--- config.mk ---
export PLATFORM = sky130hd
export DESIGN_NAME = des_key_schedule
export DESIGN_NICKNAME = d
export VERILOG_FILES = /design/src/rtl/des_pkg.sv /design/src/rtl/des_pc2.sv /design/src/rtl/des_key_schedule.sv
export SDC_FILE = /design/constraint.sdc
export NUM_CORES = 1
export LEC_CHECK = 0
export BUFFER_PORTS_ARGS = -buffer_cell sky130_fd_sc_hd__buf_4
export CAP_MARGIN = 20
export CORE_UTILIZATION = 45
export CTS_CLUSTER_DIAMETER = 40
export CTS_CLUSTER_SIZE = 40
export DETAILED_ROUTE_END_ITERATION = 12
export PLACE_DENSITY = 0.67
export SYNTH_ARGS = -nofsm -noshare
export SYNTH_HDL_FRONTEND = slang
export SYNTH_SLANG_ARGS = --single-unit
--- constraint.sdc ---
create_clock -name clk -period 5.8 [get_ports clk]
set_input_delay 0.29 -clock clk [delete_from_list [all_inputs] [get_ports clk]]
set_output_delay 0.29 -clock clk [all_outputs]
set_load 0.03 [all_outputs]
--- src/rtl/des_pkg.sv ---
// Shared DES key-schedule constants: PC-1/PC-2 tables, rotation schedule,
// scheduler state type and 28-bit half rotations.
package des_pkg;

  localparam int unsigned KEY_W    = 64;
  localparam int unsigned CD_W     = 56;
  localparam int unsigned HALF_W   = 28;
  localparam int unsigned SUBKEY_W = 48;
  localparam int unsigned IDX_W    = 4;

  typedef enum logic [1:0] {
    IDLE = 2'd0,
    GEN  = 2'd1,
    DONE = 2'd2
  } key_state_t;

  // FIPS 46 bit numbers, bit 1 is the MSB of the source word
  localparam int unsigned PC1 [CD_W] = '{
    57, 49, 41, 33, 25, 17,  9,
     1, 58, 50, 42, 34, 26, 18,
    10,  2, 59, 51, 43, 35, 27,
    19, 11,  3, 60, 52, 44, 36,
    63, 55, 47, 39, 31, 23, 15,
     7, 62, 54, 46, 38, 30, 22,
    14,  6, 61, 53, 45, 37, 29,
    21, 13,  5, 28, 20, 12,  4
  };

  localparam int unsigned PC2 [SUBKEY_W] = '{
    14, 17, 11, 24,  1,  5,
     3, 28, 15,  6, 21, 10,
    23, 19, 12,  4, 26,  8,
    16,  7, 27, 20, 13,  2,
    41, 52, 31, 37, 47, 55,
    30, 40, 51, 45, 33, 48,
    44, 49, 39, 56, 34, 53,
    46, 42, 50, 36, 29, 32
  };

  // Entry i holds the rotation for round i+1
  localparam logic [1:0] SHIFTS [16] = '{
    2'd1, 2'd1, 2'd2, 2'd2, 2'd2, 2'd2, 2'd2, 2'd2,
    2'd1, 2'd2, 2'd2, 2'd2, 2'd2, 2'd2, 2'd2, 2'd1
  };

  function automatic logic [CD_W-1:0] pc1(input logic [KEY_W-1:0] key);
    logic [CD_W-1:0] p;
    p = '0;
    for (int i = 0; i < 56; i++) begin
      p[6'(55 - i)] = key[6'(64 - PC1[6'(i)])];
    end
    return p;
  endfunction

  function automatic logic [HALF_W-1:0] rotl28(input logic [HALF_W-1:0] x,
                                               input logic [1:0] n);
    return 28'((x << n) | (x >> (5'd28 - {3'b000, n})));
  endfunction

  function automatic logic [HALF_W-1:0] rotr28(input logic [HALF_W-1:0] x,
                                               input logic [1:0] n);
    return 28'((x >> n) | (x << (5'd28 - {3'b000, n})));
  endfunction

endpackage

--- src/rtl/des_pc2.sv ---
// PC-2 compression permutation: 56-bit {C,D} to a 48-bit round subkey.
module des_pc2
  import des_pkg::*;
(
  input  logic [CD_W-1:0]     cd,
  output logic [SUBKEY_W-1:0] k
);

  always_comb begin
    k = '0;
    for (int i = 0; i < 48; i++) begin
      k[6'(47 - i)] = cd[6'(56 - PC2[6'(i)])];
    end
  end

endmodule

--- src/rtl/des_key_schedule.sv ---
// Sequential DES subkey generator: one subkey per handshake, forward order
// with left rotations or reverse order with right rotations.
module des_key_schedule
  import des_pkg::*;
#(
  parameter int unsigned NUM_ROUNDS = 16
) (
  input  logic                clk,
  input  logic                n_rst,
  input  logic                start,
  input  logic                decrypt,
  input  logic [KEY_W-1:0]    key_in,
  input  logic                subkey_ready,
  output logic [SUBKEY_W-1:0] subkey,
  output logic                subkey_valid,
  output logic [IDX_W-1:0]    round_idx,
  output logic                busy,
  output logic                done
);

  localparam logic [IDX_W-1:0] LAST_IDX = IDX_W'(NUM_ROUNDS - 1);

  key_state_t        state;
  logic              dec_q;
  logic [HALF_W-1:0] c_q;
  logic [HALF_W-1:0] d_q;
  logic [CD_W-1:0]   pc1_key_c;
  logic [1:0]        shift_c;

  assign pc1_key_c = pc1(key_in);

  // Decrypt walks the table backwards: C16D16 equals C0D0, then undo S[16..2]
  always_comb begin
    shift_c = 2'd0;
    if (dec_q) shift_c = SHIFTS[4'(4'd15 - round_idx)];
    else       shift_c = SHIFTS[4'(round_idx + 4'd1)];
  end

  always_ff @(posedge clk or negedge n_rst) begin
    if (!n_rst) begin
      state        <= IDLE;
      dec_q        <= 1'b0;
      c_q          <= '0;
      d_q          <= '0;
      round_idx    <= '0;
      subkey_valid <= 1'b0;
      busy         <= 1'b0;
      done         <= 1'b0;
    end else begin
      done <= 1'b0;
      unique case (state)
        IDLE: begin
          if (start) begin
            dec_q        <= decrypt;
            round_idx    <= '0;
            c_q          <= decrypt ? pc1_key_c[55:28] : rotl28(pc1_key_c[55:28], 2'd1);
            d_q          <= decrypt ? pc1_key_c[27:0]  : rotl28(pc1_key_c[27:0], 2'd1);
            subkey_valid <= 1'b1;
            busy         <= 1'b1;
            state        <= GEN;
          end
        end
        GEN: begin
          if (subkey_ready) begin
            if (round_idx == LAST_IDX) begin
              subkey_valid <= 1'b0;
              done         <= 1'b1;
              state        <= DONE;
            end else begin
              round_idx <= round_idx + 4'd1;
              c_q       <= dec_q ? rotr28(c_q, shift_c) : rotl28(c_q, shift_c);
              d_q       <= dec_q ? rotr28(d_q, shift_c) : rotl28(d_q, shift_c);
            end
          end
        end
        DONE: begin
          busy  <= 1'b0;
          state <= IDLE;
        end
        default: begin
          subkey_valid <= 1'b0;
          busy         <= 1'b0;
          state        <= IDLE;
        end
      endcase
    end
  end

  des_pc2 u_pc2 (
    .cd ({c_q, d_q}),
    .k  (subkey)
  );

endmodule

==> results of run 1 <==
==> layout by cell type, fill, tap and decap left out, types with 5 or more instances in the layout <==
cell	n
o32a_1	6
nor3_1	31
a32oi_1	9
a31oi_1	21
o211ai_1	19
a211o_1	5
mux2_2	11
dfrtp_1	66
ha_1	8
buf_4	48
nand3_1	57
nand4_1	5
a221o_1	19
a21oi_1	56
or3_1	5
o21ai_0	64
a311oi_1	18
a211oi_1	17
mux2i_1	32
nand2_1	89
nor2_1	39
clkbuf_16	9
conb_1	32
inv_1	10
and3_1	29
==> Yosys cell counts (4+ instances only) <==
cell	count
nand3b_1	4
o32a_1	6
ha_1	8
a21oi_1	56
clkbuf_1	34
buf_4	52
a21o_1	4
nand2b_1	4
a221oi_1	4
a32oi_1	9
nand3_1	57
and2_1	4
nor2_1	40
o211ai_1	19
a211oi_1	17
o2111ai_1	4
nand4_1	5
nand2_1	89
nor3_1	31
o21ai_0	64
mux2i_1	32
a221o_1	19
dfrtp_1	66
buf_1	4
or3_1	5
inv_1	10
a211o_1	5
buf_2	31
a31oi_1	21
o22ai_1	4
mux2_2	11
a311oi_1	18
and3_1	29
o22a_1	4
==> through the flow <==
step / util / hold WS, ns
floorplan: - / -0.005591
global placement: 0.4609 / 0.4831
detailed placement: 0.4609 / 0.4923
CTS: 0.4872 / 0.1243
global route: 0.4877 / 0.1708
finish: 0.4877 / 0.07281
==> sequential cells by signal, indices dropped and copies added, names as in the netlist <==
signal and count:
busy 1, c_q 28, d_q 28, dec_q 1, done 1, round_idx 4, state 2, subkey_valid 1
==> routing by layer <==
| layer | global-route usage | vias to the layer above | wire (µm) |
|---|---|---|---|
| met3 | 0.06554 | 63 | 1949 |
| met2 | 0.4293 | 450 | 9008 |
| met1 | 0.3895 | 3173 | 8706 |
| met4 | 0.1080 | 0 | 572 |
| li1 | - | 2998 | - |
| met5 | 0 | - | 0 |
==> kinds of logic (layout without fill, tap and decap cells) <==
| logic type | count (synthesis) | in the layout | share of synthesized area |
|---|---|---|---|
| simple gates | 279 | 279 | 0.2088 |
| compound gates | 287 | 287 | 0.3126 |
| mux | 48 | 48 | 0.08418 |
| fa+ha+maj | 8 | 8 | 0.01555 |
| buf+inv | 137 | 78 | 0.1190 |
| xor+xnor | 2 | 2 | 0.002722 |
| flops | 66 | 66 | 0.2566 |
| other cells | 1 | 32 | 0.0005826 |
==> area by class of cell <==
cell class / count / area share
Tap cell: 180 / 0.03314
Multi-Input combinational cell: 656 / 0.6088
Clock inverter: 7 / 0.02080
Inverter: 14 / 0.008100
Timing Repair Buffer: 48 / 0.05302
Clock buffer: 9 / 0.03314
Sequential cell: 66 / 0.2430
==> how the worst max path moves through the flow <==
| stage | end | start | slack, ns |
|---|---|---|---|
| 2_1_floorplan | d_q[27] | round_idx[1] | 2.18 |
| 3_3_place_gp | c_q[26] | round_idx[1] | 1.63 |
| 3_5_place_dp | c_q[26] | round_idx[1] | 1.60 |
| 4_1_cts | c_q[26] | round_idx[1] | 1.58 |
| 5_1_grt | c_q[26] | round_idx[1] | 1.15 |
| 6_report | c_q[26] | round_idx[1] | 1.49 |
==> metrics.md, run 1 <==
| Metric | Value |
|---|---|
| Worst path bufs/invs | 1 |
| First-pass GRT wire length | 32,970 µm |
| Core area | 0.01393 mm² |
| Async SR Flop Fraction | 1.000 |
| Synth area leader | dfrtp_1 |
| Non-filler cells, final | 980 |
| Crit-path max FO | 53 |
| Fraction of layout cells with a size suffix above 1 | 0.1175 |
| Post-synth EDFFs | 0 |
| Initial core utilization | 0.4619 |
| Worst-path cell chain | ha_1 -> nor3_1 -> o21ba_1 -> o31a_4 -> nor2_8 -> inv_4 -> ha_1 -> a21oi_1 -> nand2_1 -> a221o_1 -> o32a_1 |
| Dpl cells | 963 |
| Fin Setup TNS | 0 ns |
| Dpl ws | 1.601 ns |
| Area growth syn-to-layout | 5.599% |
| Crit-path max cell delay | 0.54 ns |
| CTS tree | built |
| Synthesized cell area | 0.006436 mm² |
| Final WS setup | 1.488 ns |
| Initial DRC Count | 1,001 |
| DR WL/cell | 20.65 µm |
| Post-CTS Setup Bufs | 0 |
| Post-synth top area share | 0.2566 |
| RR Startpoint | round_idx[1] |
| Critical path depth | 11 |
| Worst hold path type | input port to async pin |
| Top Family by Delay on Critical Path | compound AO/OA/AOI/OAI gates |
| Die area | 0.01479 mm² |
| CP most frequent cell | ha_1 |
| Die Height | 121.6 µm |
| Drt pass-1 iters | 6 |
| Placed Area | 0.006422 mm² |
| Reg clk slew, reported paths | 0.06 ns |
| Gpl congestion | 0.9499 |
| Top FF cell, synth | dfrtp_1 |
| CP Launch Type | register |
| Sequential cell area | 0.001652 mm² |
| Cell area after layout | 0.006797 mm² |
| Synth unique cells | 77 |
| Flops & latches, synth | 66 |
| GRT Util Overall | 0.2830 |
| Post-DRT Antenna Nets | 0 |
| Detailed-placement wirelength estimate | 12,280 µm |
| Outcome | finished, final reports clean |
| Rows | 43 |
| Filler cells | 1,403 |
| R2R Setup Slk | 1.49 ns |
| Detail-routed via count per cell | 6.820 |
| Die width | 121.6 µm |
| Clock sinks | 66 |
| Clock Latency Late Sink | 0.35 ns |
| Data arrival, critical path | 4.55 ns |
| Syn Area/Cell | 7.773 µm² |
| Slew headroom | 0.1532 |
| Worst R2R Path Depth | 11 |
| Drt drc | 0 |
| Vias | 6,684 |
| Cts repair resizes | 0 |
| Unrepaired setup endpoints after global routing | no |
| Final setup vio count | 0 |
| Clock buffer depth | 2 |
| Max-Cap Viols | 0 |
| CP Capture Type | register |
| Yosys warns | 0 |
| Mapped Cells | 828 |
| Final Hold Vio Count | 0 |
| Synth area leaders | dfrtp_1 (26%), buf_4 (6.1%), nand2_1 (5.2%) |
| CP max-delay cell | dfrtp_1 |
| Num ports | 124 |
| Final period util | 0.7435 |
| Worst r2r dst | c_q[26] |
| Area of the multi-input gates | 0.004138 mm² |
| Seq/Total Area, Yosys | 0.2566 |
| Vias in the first global route | 6,253 |
| IO Port Bufs | 35 |
| Hold_buf cts | 0 |
| Nets@finish | 872 |
| WP data required | 6.03 ns |
| GRT overflow | 0 |
| Final Skew | 0.008821 ns |
| Root buffer cell | clkbuf_16 |
| Antenna violations before repair | 0 |
| Total CTS buffers | 9 |
| Htree depth | 3 |
| Fmax | 231.9 MHz |
| Worst-margin pin slew | 1.270 ns |
| Max Slew Vio Count | 0 |
| Drt total wl | 20,240 µm |
| Crit path time final | 4.312 ns |
| Crit Path Class | register to register |
| Number of antenna diodes | 0 |
| Pin count of the biggest net entering global routing | 67 |
Power of run 1 is left out: the tool's default activity adds up to more than one toggle a clock period on the data nets, which glitch-free logic cannot reach.
==> run 2: changes to the inputs <==
--- a/config.mk
+++ b/config.mk
@@ -5,6 +5,7 @@
 export SDC_FILE = /design/constraint.sdc
 export NUM_CORES = 1
 export LEC_CHECK = 0
+export ABC_AREA = 1
 export BUFFER_PORTS_ARGS = -buffer_cell sky130_fd_sc_hd__buf_4
 export CAP_MARGIN = 20
 export CORE_UTILIZATION = 45
==> constraint.sdc (replaced) <==
create_clock -name clk -period 4.1 [get_ports clk]
set_input_delay 0.205 -clock clk [delete_from_list [all_inputs] [get_ports clk]]
set_output_delay 0.205 -clock clk [all_outputs]
set_load 0.03 [all_outputs]
==> run 2 against run 1 <==
  * Via count rose by 7.6%
  * Highest routed layer unchanged
  * Register-to-register slack got worse by 0.65 ns
  * The flow now finishes with violations (design-rule violations, negative hold slack)
  * Hold slack worse by 0.082 ns
  * Flip-flop and latch count unchanged
  * Maximum frequency is 32% higher
  * Count of clock-buffer cells in the layout increased by 3
  * Critical path type unchanged
  * Clock skew fell by 0.0020 ns
  * Synthesized area increased by 6.9%
  * Sequential share of layout area is 1.0 points lower
  * Synthesized cell count grew 32%
  * First-iteration DRC count is 19% lower
  * Routed wire length down 6.0%
==> metrics.md, run 2 <==
| Metric | Value |
|---|---|
| Outcome | finished with violations |
| Failing checks | design-rule violations, negative hold slack |
| Root buffer cell | clkbuf_16 |
| Data arrival, critical path | 3.54 ns (-1.01 ns) |
| Vias in the first global route | 6,430 (+2.8%) |
| Reg clk slew, reported paths | 0.06 ns (about the same) |
| Worst-margin pin slew | 0.9156 ns (-0.3547 ns) |
| CP Capture Type | register |
| Filler cells | 1,530 (+9.1%) |
| Unrepaired setup endpoints after global routing | no |
| DR WL/cell | 15.26 µm (-26%) |
| Combinational family with the most area after synthesis | simple AND/OR/NAND/NOR gates |
| Mux contribution to synthesized area | 0 (-0.08418) |
| Cell area after layout | 0.007102 mm² (+4.5%) |
| Drt pass-1 iters | 9 (+3) |
| Fin Setup TNS | 0 ns (unchanged) |
| Post-CTS Setup Bufs | 0 (unchanged) |
| Crit Path Class | register to register |
| Vias | 7,193 (+7.6%) |
| Post-synth EDFFs | 0 (unchanged) |
| GRT Util Overall | 0.2503 (-0.03271) |
| Gpl congestion | 0.8958 (-5.7%) |
| Area growth syn-to-layout | 3.181% |
| First-pass GRT wire length | 32,260 µm (-2.2%) |
| Xor/xnor share of the synthesized area | 0 (-0.002722) |
| Synthesized cell area | 0.006883 mm² (+6.9%) |
| Commonest non-fill, non-tap cell in the layout | nand2_1 |
| Detail-routed via count per cell | 5.773 (-15%) |
| Detailed-placement wirelength estimate | 12,160 µm (-0.99%) |
| Worst hold path type | input port to async pin |
| Number of antenna diodes | 0 (unchanged) |
| Clock Latency Late Sink | 0.35 ns (about the same) |
| Core area | 0.01475 mm² (+5.9%) |
| Seq/Total Area, Yosys | 0.2400 (-0.01665) |
| Non-filler cells, final | 1,246 (+27%) |
| Clock buffer depth | 2 (unchanged) |
| RR Startpoint | round_idx[1] |
| Max Slew Vio Count | 0 (unchanged) |
| Post-DRT Antenna Nets | 0 (unchanged) |
| Num ports | 124 (unchanged) |
| Flops & latches, synth | 66 (unchanged) |
| Fraction of layout cells with a size suffix above 1 | 0.07533 (-0.04217) |
| Regs by FF count | c_q: 28 flops, d_q: 28 flops, round_idx: 4 flops |
| Async SR Flop Fraction | 1.000 (unchanged) |
| Nets@finish | 1,135 (+30%) |
| Drt drc | 2 (+2) |
| Max-Cap Viols | 0 (unchanged) |
| CP Launch Type | register |
| Drt total wl | 19,020 µm (-6.0%) |
| Pin count of the biggest net entering global routing | 127 (+90%) |
| WP data required | 4.38 ns (-1.65 ns) |
| CTS tree | built |
| Post-synth top area share | 0.2400 (-0.01665) |
| Die Height | 125.7 µm (+3.4%) |
| Mapped Cells | 1,093 (+32%) |
| Top FF cell, synth | dfrtp_1 |
| Clock sinks | 66 (unchanged) |
| Htree depth | 3 (unchanged) |
| Placed Area | 0.006815 mm² (+6.1%) |
| Final period util | 0.7949 (+0.05144) |
| Area share of fa/ha/maj cells after synthesis | 0.01454 (-0.001009) |
| Rows | 44 (+2.3%) |
| Total CTS buffers | 9 (unchanged) |
| Crit-path max FO | 29 (-45%) |
| Die width | 125.7 µm (+3.4%) |
| IO Port Bufs | 35 (unchanged) |
| Most frequent cells after synthesis | nand2_1 (377), nand3_1 (201), o211ai_1 (128), inv_1 (76), dfrtp_1 (66) |
| Synth unique cells | 31 (-60%) |
| Crit path time final | 3.259 ns (-1.053 ns) |
| GRT overflow | 0 (unchanged) |
| Most common cell in the netlist | nand2_1 |
| R2R Setup Slk | 0.84 ns (-0.65 ns) |
| Die area | 0.01579 mm² (+6.8%) |
| Synth Area in Simple Gates | 0.3870 (+0.1782) |
| Yosys warns | 0 (unchanged) |
| Fmax | 306.8 MHz (+32%) |
| Initial DRC Count | 810 (-19%) |
| Synth area leaders | dfrtp_1 (24%), nand2_1 (21%), nand3_1 (15%) |
| Syn Area/Cell | 6.297 µm² (-19%) |
| Hold_ws | -0.009091 ns (-0.08190 ns) |
| Worst R2R Path Depth | 13 (+2) |
| Most frequent cells in the layout | nand2_1 (376), nand3_1 (201), o211ai_1 (128), inv_1 (76), dfrtp_1 (66) |
| Antenna violations before repair | 0 (unchanged) |
| Final Skew | 0.006831 ns (-0.001990 ns) |
| Initial core utilization | 0.4665 (+0.004619) |
| Slew headroom | 0.3896 (+0.2365) |
| Hold_buf cts | 0 (unchanged) |
| Dpl cells | 1,231 (+28%) |
| Final Hold Vio Count | 16 (+16) |
| Compound-gate portion of the synthesized area | 0.1925 (-0.1201) |
| Worst r2r dst | c_q[2] |
| Final setup vio count | 0 (unchanged) |
| Cts repair resizes | 0 (unchanged) |
| Synth area leader | dfrtp_1 |
## run 2: cell count changes after synthesis, sizes merged, moves of 18 or more
| cell | change |
|---|---|
| a21oi | -38 |
| a221o | -19 |
| a311oi | -18 |
| and3 | -29 |
| buf | +26 |
| clkbuf | -24 |
| inv | +68 |
| mux2i | -32 |
| nand2 | +292 |
| nand3 | +147 |
| nor3 | -27 |
| o211ai | +111 |
| o21ai | -44 |
## run 2: critical path, stage by stage (launching register included)
cell and delay [ns]:
dfrtp_1 0.49, inv_1 0.15, ha_1 0.29, inv_1 0.07, nand2_1 0.06, nand2_2 0.12, nand3_4 0.23, nand2_4 0.35
ha_1 0.32, nor2_1 0.49, nand3_1 0.20, o211ai_1 0.17, nand2_1 0.09, a21oi_1 0.13
## run 2: cells by family after synthesis
| group | count (synthesis) |
|---|---|
| DFF | 66 |
| adders and majority gates | 8 |
| and+or+nand+nor | 622 |
| buffers and inverters | 206 |
| AOI/OAI and AO/OA | 190 |
| other | 1 |
## run 2: per-stage QoR
step,util,setup WS (ns)
finish,0.4813,0.8408
global route,0.4813,0.5662
CTS,0.4813,0.9075
detailed placement,0.4619,0.9122
global placement,0.4619,0.9023
floorplan,-,1.223
## run 2: layer usage
layer	wire length, µm	global-route usage	vias up
li1	-	-	3571
met1	8970	0.3580	3341
met2	8685	0.3879	251
met3	1044	0.03908	30
met4	317	0.07389	0
met5	0	0	-
## run 2: cell type report
cell class              count  area (µm²)  area share
flip-flops and latches     66        1652      0.2326
well taps                 184       230.2     0.03242
repair buffers             48       397.9     0.05603
inverters                  81       304.0     0.04281
clock buffers              12       246.5     0.03471
clock inverters             3       40.04    0.005638
multi-input cells         852        4232      0.5958
## run 2: worst max path at each step
| stage | startpoint | endpoint | slack [ns] | cells past startpoint |
|---|---|---|---|---|
| detailed placement | round_idx[0] | c_q[2] | 0.91 | 13 |
| global route | round_idx[0] | c_q[1] | 0.57 | 15 |
| global placement | round_idx[1] | c_q[2] | 0.90 | 13 |
| floorplan | round_idx[0] | c_q[1] | 1.22 | 17 |
| finish | round_idx[1] | c_q[2] | 0.84 | 13 |
| CTS | round_idx[0] | c_q[2] | 0.91 | 13 |
Power of run 2 is left out for the same reason.
==> run 3: changes to the inputs <==
==> constraint.sdc (replaced) <==
create_clock -name clk -period 3 [get_ports clk]
set_input_delay 0.15 -clock clk [delete_from_list [all_inputs] [get_ports clk]]
set_output_delay 0.15 -clock clk [all_outputs]
set_load 0.03 [all_outputs]
==> run 3 against run 2 <==
  * The run ends with design-rule violations left
  * First-iteration DRC count up 5.1%
  * Core utilization increased by 0.75 points
  * Clock skew down 0.0015 ns
  * Register-to-register slack lost 0.58 ns
  * Non-clock buffer count grew 5
  * Maximum frequency up 19%
  * Largest cell class unchanged
  * Highest routed layer unchanged
  * Critical path depth is the same
  * Via count rose by 0.14%
  * Cell area increased by 1.6%
  * Count of clock-buffer cells in the layout up 1
==> metrics.md, run 3 (synthesis results as in run 2) <==
| Metric | Value |
|---|---|
| Outcome | finished with violations |
| Failing checks | design-rule violations |
| Worst-path cell chain | inv_1 -> ha_1 -> inv_1 -> nand2_1 -> nand2_2 -> nand3_4 -> nand2_4 -> buf_4 -> o211ai_1 -> nand3_1 -> nand2_1 -> nand2_1 -> nand2_1 |
| Data arrival, critical path | 2.97 ns (-0.57 ns) |
| Die area | 0.01579 mm² (unchanged) |
| Most frequent cells in the layout | nand2_1 (376), nand3_1 (201), o211ai_1 (128), inv_1 (76), dfrtp_1 (66) |
| Htree depth | 3 (unchanged) |
| Pin count of the biggest net entering global routing | 127 (unchanged) |
| Gpl congestion | 0.8987 (+0.32%) |
| Root buffer cell | clkbuf_16 |
| Fin Setup TNS | 0 ns (unchanged) |
| Post-DRT Antenna Nets | 0 (unchanged) |
| Worst-margin pin slew | 1.054 ns (+0.1388 ns) |
| Post-CTS Setup Bufs | 0 (unchanged) |
| Crit Path Class | register to register |
| Clock buffer depth | 2 (unchanged) |
| CTS tree | built |
| Hold Path Sink | state[0] |
| Worst r2r dst | d_q[15] |
| Final setup vio count | 0 (unchanged) |
| Reg clk slew, reported paths | 0.06 ns (about the same) |
| CP Capture Type | register |
| Worst R2R Path Depth | 13 (unchanged) |
| Max Slew Vio Count | 0 (unchanged) |
| Num ports | 124 (unchanged) |
| Dpl ws | 0.2875 ns (-0.6247 ns) |
| Final period util | 0.9120 (+0.1171) |
| Unrepaired setup endpoints after global routing | no |
| RR Startpoint | round_idx[0] |
| DR WL/cell | 15.19 µm (-0.46%) |
| Number of antenna diodes | 0 (unchanged) |
| Drt drc | 2 (unchanged) |
| Detailed-placement wirelength estimate | 11,730 µm (-3.6%) |
| Total CTS buffers | 9 (unchanged) |
| Crit-path max cell delay | 0.57 ns (+0.08 ns) |
| CP most frequent cell | nand2_1 |
| Initial DRC Count | 851 (+5.1%) |
| Clock Latency Late Sink | 0.35 ns (about the same) |
| Rows | 44 (unchanged) |
| Nets@finish | 1,140 (+0.44%) |
| Fmax | 365.5 MHz (+19%) |
| CP max-delay cell | buf_4 |
| First-pass GRT wire length | 31,970 µm (-0.90%) |
| Non-filler cells, final | 1,251 (+0.40%) |
| Slew headroom | 0.2960 (-0.09358) |
| Max-Cap Viols | 0 (unchanged) |
| Commonest non-fill, non-tap cell in the layout | nand2_1 |
| Final Hold Vio Count | 0 (-16) |
| Top Family by Delay on Critical Path | simple AND/OR/NAND/NOR gates |
| GRT overflow | 0 (unchanged) |
| WP data required | 3.24 ns (-1.14 ns) |
| Drt total wl | 19,010 µm (about the same) |
| Detail-routed via count per cell | 5.758 (-0.26%) |
| Final WS setup | 0.2639 ns (-0.5769 ns) |
| R2R Setup Slk | 0.26 ns (-0.58 ns) |
| Crit path time final | 2.736 ns (-0.5231 ns) |
| Hold_ws | 0.03715 ns (+0.04624 ns) |
| Crit-path max FO | 66 (+130%) |
| Die width | 125.7 µm (unchanged) |
| Worst path bufs/invs | 3 (+1) |
| Worst hold path type | input port to register |
| Regs by FF count | c_q: 28 flops, d_q: 28 flops, round_idx: 4 flops |
| Final Skew | 0.005311 ns (-0.001520 ns) |
| IO Port Bufs | 35 (unchanged) |
| Fraction of layout cells with a size suffix above 1 | 0.07873 (+0.003396) |
| Dpl cells | 1,235 (+0.32%) |
| Area growth syn-to-layout | 4.799% |
| Drt pass-1 iters | 10 (+1) |
| GRT Util Overall | 0.2469 (-0.003356) |
| Vias | 7,203 (+0.14%) |
| Initial core utilization | 0.4665 (unchanged) |
| Hold path startpoint | subkey_ready |
| Hold path cells | 2 |
| Vias in the first global route | 6,363 (-1.0%) |
| Clock sinks | 66 (unchanged) |
| CP Launch Type | register |
| Antenna violations before repair | 0 (unchanged) |
| Core area | 0.01475 mm² (unchanged) |
| Die Height | 125.7 µm (unchanged) |
-- run 3: cell type report --
type                    count  area [µm²]
clock buffers              13       260.3
clock inverters             2       60.06
fillers                  1512        7541
inverters                  81       304.0
multi-input cells         852        4232
flip-flops and latches     66        1652
well taps                 184       230.2
repair buffers             53       475.5
-- run 3: what timing repair did --
action	CTS	global route
hold endpoints to repair	28	0
hold buffers	1	0
gates resized for setup	0	0
-- run 3: worst max-delay path by stage --
stage / slack [ns] / endpoint / cells after the start / start
after floorplan: 0.12 / c_q[1] / 17 / round_idx[0]
after global placement: 0.32 / c_q[27] / 13 / round_idx[0]
after detailed placement: 0.29 / d_q[15] / 13 / round_idx[0]
after CTS: 0.27 / d_q[26] / 15 / round_idx[0]
after global routing: 0.01 / c_q[25] / 13 / round_idx[0]
final: 0.26 / d_q[15] / 13 / round_idx[0]
-- run 3: metal layers --
metal  GRT usage  vias to the layer above  part of all wire
met4     0.08680                        0             0.017
met5           0                        -                 0
li1            -                     3581                 -
met2      0.3663                      258              0.44
met1      0.3631                     3334              0.48
met3     0.03568                       30             0.060
-- run 3: through the flow --
step           instance area, µm²  utilization
2_1_floorplan                6999            -
3_3_place_gp                 6883       0.4665
3_5_place_dp                 6883       0.4665
4_1_cts                      7213       0.4889
5_1_grt                      7213       0.4889
6_report                     7213       0.4889
Power of run 3 is left out for the same reason.
